<file path="src/rtl/blink_multi.sv">
// Multi-channel LED blinker: one shared free-running counter paces NCH channels (OFF/ON/BLINK/BURST).
// Define BLINK_BURST_EN to compile in counted bursts; otherwise mode 3 behaves as BLINK and done is 0.
module blink_multi #(
    parameter int CBITS = 14,
    parameter int NCH   = 4,
    parameter int BW    = 8,
    localparam int DW   = $clog2(CBITS),
    localparam int CW   = NCH > 1 ? $clog2(NCH) : 1
) (
    input  logic            clk,
    input  logic            rst,
    input  logic            cfg_we,
    input  logic [CW-1:0]   cfg_ch,
    input  logic [1:0]      cfg_mode,
    input  logic [DW-1:0]   cfg_div,
    input  logic [BW-1:0]   cfg_cnt,
    output logic [NCH-1:0]  led,
    output logic            flg,
    output logic [NCH-1:0]  done
);

    typedef enum logic [1:0] {
        MODE_OFF   = 2'd0,
        MODE_ON    = 2'd1,
        MODE_BLINK = 2'd2,
        MODE_BURST = 2'd3
    } mode_t;

    localparam logic [CBITS-1:0] ONES = '1;

    logic [CBITS-1:0] cnt;
    mode_t            mode_q [NCH];
    mode_t            mode_d [NCH];
    logic [DW-1:0]    div_q  [NCH];
    logic [DW-1:0]    div_d  [NCH];
    logic [NCH-1:0]   phase_q;
    logic [NCH-1:0]   phase_d;
    logic [NCH-1:0]   tick;
    logic [NCH-1:0]   led_d;
    logic [DW-1:0]    div_in;
    logic [31:0]      div_wide;

`ifdef BLINK_BURST_EN
    logic [BW:0]      rem_q  [NCH];
    logic [BW:0]      rem_d  [NCH];
    logic [NCH-1:0]   done_d;
`endif

    // Out-of-range rate selects saturate at the slowest rate the counter supports.
    always_comb begin
        div_wide = 32'(cfg_div);
        div_in   = cfg_div;
        if (div_wide > 32'(CBITS - 1)) begin
            div_in = DW'(CBITS - 1);
        end
    end

    always_comb begin
        for (int i = 0; i < NCH; i++) begin
            mode_d[i]  = mode_q[i];
            div_d[i]   = div_q[i];
            phase_d[i] = phase_q[i];
`ifdef BLINK_BURST_EN
            rem_d[i]   = rem_q[i];
            done_d[i]  = 1'b0;
`endif
            tick[i]  = (cnt & (ONES >> (CBITS - 1 - int'(div_q[i])))) == '0;
            led_d[i] = (mode_q[i] == MODE_ON) ||
                       (((mode_q[i] == MODE_BLINK) || (mode_q[i] == MODE_BURST)) && phase_q[i]);

            // A write takes priority over this channel's tick, and silently aborts a burst.
            if (cfg_we && (32'(cfg_ch) == 32'(i))) begin
                mode_d[i]  = mode_t'(cfg_mode);
                div_d[i]   = div_in;
                phase_d[i] = 1'b0;
`ifdef BLINK_BURST_EN
                rem_d[i]   = {cfg_cnt, 1'b0};
`endif
            end else begin
                case (mode_q[i])
                    MODE_BLINK: begin
                        if (tick[i]) phase_d[i] = ~phase_q[i];
                    end
                    MODE_BURST: begin
`ifdef BLINK_BURST_EN
                        if (rem_q[i] == '0) begin
                            mode_d[i] = MODE_OFF;
                            done_d[i] = 1'b1;
                        end else if (tick[i]) begin
                            phase_d[i] = ~phase_q[i];
                            rem_d[i]   = rem_q[i] - 1'b1;
                            if (rem_q[i] == (BW+1)'(1)) begin
                                mode_d[i] = MODE_OFF;
                                done_d[i] = 1'b1;
                            end
                        end
`else
                        if (tick[i]) phase_d[i] = ~phase_q[i];
`endif
                    end
                    default: ;
                endcase
            end
        end
    end

    always_ff @(posedge clk) begin
        if (rst) begin
            cnt     <= '0;
            flg     <= 1'b0;
            led     <= '0;
            phase_q <= '0;
            for (int i = 0; i < NCH; i++) begin
                mode_q[i] <= MODE_OFF;
                div_q[i]  <= '0;
            end
        end else begin
            cnt     <= cnt + 1'b1;
            flg     <= (cnt == '0);
            led     <= led_d;
            phase_q <= phase_d;
            for (int i = 0; i < NCH; i++) begin
                mode_q[i] <= mode_d[i];
                div_q[i]  <= div_d[i];
            end
        end
    end

`ifdef BLINK_BURST_EN
    always_ff @(posedge clk) begin
        if (rst) begin
            done <= '0;
            for (int i = 0; i < NCH; i++) rem_q[i] <= '0;
        end else begin
            done <= done_d;
            for (int i = 0; i < NCH; i++) rem_q[i] <= rem_d[i];
        end
    end
`else
    logic unused_cfg_cnt;
    assign unused_cfg_cnt = ^cfg_cnt;
    assign done = '0;
`endif

endmodule

</file>
<file path="config.mk">
export PLATFORM = sky130hd
export DESIGN_NAME = blink_multi
export DESIGN_NICKNAME = d
export VERILOG_FILES = /design/src/rtl/blink_multi.sv
export SDC_FILE = /design/constraint.sdc
export NUM_CORES = 1
export LEC_CHECK = 0
export CAP_MARGIN = 20
export CELL_PAD_IN_SITES_DETAIL_PLACEMENT = 0
export CELL_PAD_IN_SITES_GLOBAL_PLACEMENT = 1
export CORE_MARGIN = 10
export CORE_UTILIZATION = 35
export CTS_CLUSTER_DIAMETER = 50
export CTS_CLUSTER_SIZE = 28
export DETAILED_ROUTE_END_ITERATION = 10
export GPL_ROUTABILITY_DRIVEN = 0
export PLACE_DENSITY_LB_ADDON = 0.08
export RECOVER_POWER = 50
export SETUP_SLACK_MARGIN = 0.15
export SYNTH_ARGS = -nofsm -noshare
export SYNTH_HDL_FRONTEND = slang
export SYNTH_SLANG_ARGS = --single-unit
</file>
<file path="constraint.sdc">
create_clock -name clk -period 3.65 [get_ports clk]
set_input_delay 0.365 -clock clk [delete_from_list [all_inputs] [get_ports clk]]
set_output_delay 0.365 -clock clk [all_outputs]
set_load 0.005 [all_outputs]
</file>
==> results of run 1 <==
layout by cell type, fill, tap and decap left out, types with 3 or more instances in the layout:
cell and n:
dfxtp_1 47, nor2_1 46, nand2_1 30, a21oi_1 26, mux2i_1 19, inv_1 13
nand3_1 11, o21ai_0 10, ha_1 10, clkdlybuf4s50_1 10, xor2_1 8, nor2b_1 7
nor3_1 6, a31oi_1 6, or3_1 5, a211oi_1 5, nand2b_1 5, clkbuf_8 5
and3_1 4, o22ai_1 4, o31ai_1 4, nand4_1 4, o21ai_1 4, conb_1 4
dlygate4sd3_1 4, xnor2_1 3, a31o_1 3
cell usage after synthesis, drive strengths merged (5+ instances only):
cell	count	area share [%]
o21ai	14	2.6
xor2	8	2.6
clkbuf	14	1.9
mux2i	19	7.0
nand2b	5	1.1
a211oi	5	1.4
a21oi	26	4.8
dfxtp	47	35
or3	5	1.1
nand3	12	2.4
nand2	30	4.1
ha	10	4.6
inv	14	1.9
a31oi	6	1.4
nor2	46	6.3
buf	12	2.5
nor2b	7	1.6
nor3	6	1.1
where the power goes:
part	total, mW	switching, mW	internal (mW)
Clock	0.388	0.187	0.201
Combinational	0.109	0.0584	0.0506
Sequential	0.554	0.0257	0.528
Total	1.05	0.271	0.779
worst paths after layout:
path | slack, ns | depth (start not counted) | start | end
hold reg to reg | 0.46 | 2 | mode_q[3][0]$_SDFFE_PP0P_ | mode_q[3][0]$_SDFFE_PP0P_
setup / recovery | 1.25 | 8 | div_q[3][1]$_SDFFE_PP0P_ | phase_q[3]$_SDFFE_PP0P_
hold / removal | 0.46 | 2 | mode_q[3][0]$_SDFFE_PP0P_ | mode_q[3][0]$_SDFFE_PP0P_
setup reg to reg | 1.25 | 8 | div_q[3][1]$_SDFFE_PP0P_ | phase_q[3]$_SDFFE_PP0P_
routing by layer:
| metal | share of wire [%] | up-vias | track usage, % |
|---|---|---|---|
| met1 | 51 | 1096 | 17.6 |
| met4 | 0.94 | 0 | 3.34 |
| met3 | 4.1 | 5 | 2.91 |
| met5 | 0 | - | 0 |
| met2 | 44 | 40 | 18.4 |
| li1 | - | 1203 | - |
sequential cells by signal, summed over array words and instances (netlist names):
name	cells
mode_q	8
led	4
cnt	14
phase_q	4
div_q	16
flg	1
cells by family after synthesis:
logic type / Yosys count / share of synthesized area, %
other: 1 / 0.138
XOR/XNOR: 11 / 3.54
AO/OA/AOI/OAI: 82 / 19.7
AND/OR/NAND/NOR: 132 / 23.8
multiplexers: 19 / 6.99
flip-flops: 47 / 34.6
adder cells (fa/ha/maj): 11 / 4.96
buffers and inverters: 40 / 6.39
worst max-delay path: stages (launching register included):
cell and delay (ns):
dfxtp_1 0.51, ha_1 0.22, inv_1 0.04, ha_1 0.32, inv_1 0.09, o311ai_0 0.33
nand3_1 0.13, or4_1 0.42, a211oi_1 0.23
cell type report:
class	count	share of cell area [%]
Inverter	14	1.75
Timing Repair Buffer	16	5.05
Tap cell	102	4.26
Multi-Input combinational cell	259	54.0
Clock buffer	5	2.30
Sequential cell	47	31.4
Clock inverter	2	1.25
through the flow:
stage | hold slack [ns] | std cells | cell area (sq um) | worst slack, ns | utilization [%]
2_1_floorplan | 0.436 | 346 | 2730 | 1.52 | -
3_3_place_gp | 0.447 | 438 | 2890 | 1.30 | 37.8
3_5_place_dp | 0.456 | 438 | 2890 | 1.32 | 37.8
4_1_cts | 0.470 | 445 | 3000 | 1.27 | 39.2
5_1_grt | 0.499 | 445 | 3000 | 0.984 | 39.2
6_report | 0.463 | 445 | 3000 | 1.25 | 39.2
==> flow_summary.yaml, run 1 <==
timing:
  drv_slew: 51
  tightest_slew_ns: 2.22
  fin_tns_setup_ns: 0
  clock.fmax_ghz: 0.417
  fin_crit_ns: 2.40
  period_share_pct: 65.7
  relSlewSlack_pct: -48.3
  rsz0062_at_grt: "no"
  hold_violations: 0
  setup_viol_count_final: 0
  clock_skew_ns: 0.00517
clock_tree:
  cts_tree: "built"
  clk_pin_slew_ns: 0.09
  ctsResizeCount: 0
  cts_buffer_depth: 2
  postCtsSetupRepairBufs: 0
  cts_htree_levels: 2
  clock_latency_ns: 0.30
  cts_sinks: 47
  cts_root_buffer: "clkbuf_8"
  cts_buffers: 5
  holdBufCountCts: 0
power:
  ir_drop_v: 0.000127
  powerDensity_nw_per_um2: 350
  power_mw: 1.05
  leakage_nw: 1.08
finish:
  multi_input_area_sq_um: 1620
  area.sequential_sq_um: 941
  nFillCells: 822
  drive_gt1_share_pct: 3.79
  diodes: 0
  fin_nets: 372
  syn2layout_area_growth_pct: 10.1
placed_design:
  portBuffers: 15
  hpwl_microns: 5040
global_route:
  grt_max_degree: 51
  grt_overflow: 0
  grt_pass1_vias: 2090
  track_usage_pct: 12.4
  grt_pass1_wl_microns: 11600
  antenna_found_initial: 0
status:
  status: "finished with violations"
  violations: "max-capacitance violations, max-slew violations"
synthesis:
  synth.distinct_cells: 58
  synth-edff-count: 0
  synthArstFlopShare_pct: 0
  synth-warning-count: 0
  syn_area_per_cell_sq_um: 7.94
  synth.ff_latch_count: 47
  postSynthCellCount: 343
  syn-cell-area_sq_um: 2720
  ys.flop_type: "dfxtp_1"
  ys_seq_area_share_pct: 34.6
worst_setup_path:
  required_ns: 3.85
  cp-start-kind: "register"
  end_kind: "register"
  worstPathArrival_ns: 2.60
  cp_max_fo: 9
  worstSetupPathType: "register to register"
floorplan:
  start_util_pct: 35.6
  core-area_sq_um: 7650
  io_pins: 28
  die_area_sq_um: 11700
  die_h_microns: 108
  fp.dieW_microns: 108
  num_rows: 32
route:
  routed_wirelength_microns: 7130
  ant_nets: 0
  first_pass_iters: 5
  vias: 2344
  dr.first_iter.drc_count: 98
  vias_per_cell: 5.27
  drc: 0
  drt-wirelength-per-cell_microns: 16.0
job:
  maxCapViolCount: 1
worst_hold_path:
  hold_class: "register to register"
(Power assumes the default switching activity.)
==> run 2, diff against run 1 <==
clock period = 1.97 ns   (was 3.65 ns; I/O delays follow)
==> run 2 against run 1 <==
Effect of this change: the run now ends clean; sequential cell count stayed put; design area up 15%; largest power group unchanged; worst hold slack lost 0.27 ns; core utilization is 6.0 points higher; via count grew 6.3%; global-route usage is 1.1 points higher; combinational power grew to 2.5 times the previous value.
==> flow_summary.yaml, run 2 (same netlist as run 1, synthesis figures left out) <==
power:
  powerDensity_nw_per_um2: 594
  ir_drop_v: 0.000298
  leakage_nw: 1.27
  power_mw: 2.05
timing:
  worst_hold_slack_ns: 0.198
  clock.fmax_ghz: 0.511
  fin_crit_ns: 1.96
  drv_slew: 0
  fin_tns_setup_ns: 0
  period_share_pct: 99.3
  hold_violations: 0
  setup_viol_count_final: 0
  tightest_slew_ns: 0.599
  rsz0062_at_grt: "yes"
  relSlewSlack_pct: 60.1
  clock_skew_ns: 0.0103
clock_tree:
  cts_buffer_depth: 2
  cts_root_buffer: "clkbuf_8"
  cts_tree: "built"
  cts_sinks: 47
  cts_buffers: 5
  clock_latency_ns: 0.30
  holdBufCountCts: 0
  clk_pin_slew_ns: 0.10
  cts_htree_levels: 2
job:
  maxCapViolCount: 0
route:
  drc: 0
  ant_nets: 0
  vias_per_cell: 5.18
  routed_wirelength_microns: 7810
  vias: 2492
  first_pass_iters: 4
  drt-wirelength-per-cell_microns: 16.2
  dr.first_iter.drc_count: 134
worst_setup_path:
  worstSetupPathType: "register to register"
  required_ns: 2.19
  end_kind: "register"
  cp_max_fo: 5
  cp-start-kind: "register"
  worstPathArrival_ns: 2.18
worst_hold_path:
  hold_class: "primary input to register"
finish:
  regMostFlops: "div_q"
  largest_register_ffs: 16
  postLayoutCoreUtil_pct: 45.2
  fin_nets: 407
  diodes: 0
  layout_common_cells: "nor2_1, dfxtp_1, buf_4"
  layout_commonest_cell: "nor2_1"
  syn2layout_area_growth_pct: 27.0
  fin_cells: 481
  drive_gt1_share_pct: 21.6
  reg_top3: "div_q x16, cnt x14, mode_q x8"
  nFillCells: 776
global_route:
  grt_max_degree: 18
  track_usage_pct: 13.5
  grt_overflow: 0
  grt_pass1_wl_microns: 12600
  antenna_found_initial: 0
  grt_pass1_vias: 2356
placed_design:
  hpwl_microns: 5730
  portBuffers: 15
  dp_cells: 468
floorplan:
  die_h_microns: 108
  start_util_pct: 35.6
  die_area_sq_um: 11700
  io_pins: 28
  core-area_sq_um: 7650
  num_rows: 32
  fp.dieW_microns: 108
status:
  status: "finished clean"
-- run 2: changes by cell type in the layout (fill, tap and decap cells not counted), sizes merged --
| cell | before | now |
|---|---|---|
| buf | 1 | 34 |
| clkbuf | 6 | 9 |
| clkdlybuf4s50 | 10 | 12 |
| clkinv | 0 | 1 |
| clkinvlp | 1 | 0 |
| dlygate4sd3 | 4 | 2 |
-- run 2: cell type report --
| class | count | area [sq um] | area share [%] |
|---|---|---|---|
| clock buffers | 6 | 82.6 | 2.39 |
| flip-flops and latches | 47 | 962 | 27.8 |
| multi-input cells | 259 | 1780 | 51.6 |
| repair buffers | 51 | 412 | 11.9 |
| clock inverters | 2 | 35.0 | 1.01 |
| well taps | 102 | 128 | 3.69 |
| inverters | 14 | 55.1 | 1.59 |
-- run 2: path summary, 6_finish.rpt --
kind	slack (ns)	endpoint	cells after the start	startpoint
worst max register to register	0.01	phase_q[3]$_SDFFE_PP0P_	8	div_q[3][1]$_SDFFE_PP0P_
worst max-delay path	0.01	phase_q[3]$_SDFFE_PP0P_	8	div_q[3][1]$_SDFFE_PP0P_
worst min-delay path	0.20	div_q[0][3]$_SDFFE_PP0P_	2	rst
worst min register to register	0.46	mode_q[3][0]$_SDFFE_PP0P_	2	mode_q[3][0]$_SDFFE_PP0P_
-- run 2: what timing repair did --
| item | in CTS | in global routing |
|---|---|---|
| endpoints found under the setup margin | 3 | 4 |
| resized for setup | 12 | 24 |
| buffers inserted | 3 | 2 |
| pin swaps | 11 | 7 |
-- run 2: through the flow --
step / worst slack (ns) / cell area (sq um)
final: 0.0136 / 3460
after global routing: -0.0931 / 3460
after CTS: -0.0191 / 3360
after detailed placement: -0.0117 / 3180
after global placement: 0.0153 / 3180
after floorplan: 0.0709 / 2790
-- run 2: power breakdown --
part | switching, mW | internal [mW]
Clock | 0.348 | 0.411
Combinational | 0.139 | 0.137
Sequential | 0.0395 | 0.977
Total | 0.527 | 1.53
-- run 2: critical path, stage by stage (launching register included) --
cell	delay, ns
dfxtp_4	0.38
inv_2	0.05
ha_4	0.28
and4bb_1	0.22
a21oi_2	0.10
a31o_1	0.18
nand3_2	0.08
or4_4	0.42
a211oi_2	0.18
-- run 2: routing by layer --
layer	part of all wire, %	GRT usage [%]	up-vias	wire [microns]
li1	-	-	1266	-
met1	49	18.3	1182	3820
met2	46	21.9	40	3630
met3	4.1	2.68	4	320
met4	0.58	2.58	0	45
met5	0	0	-	0
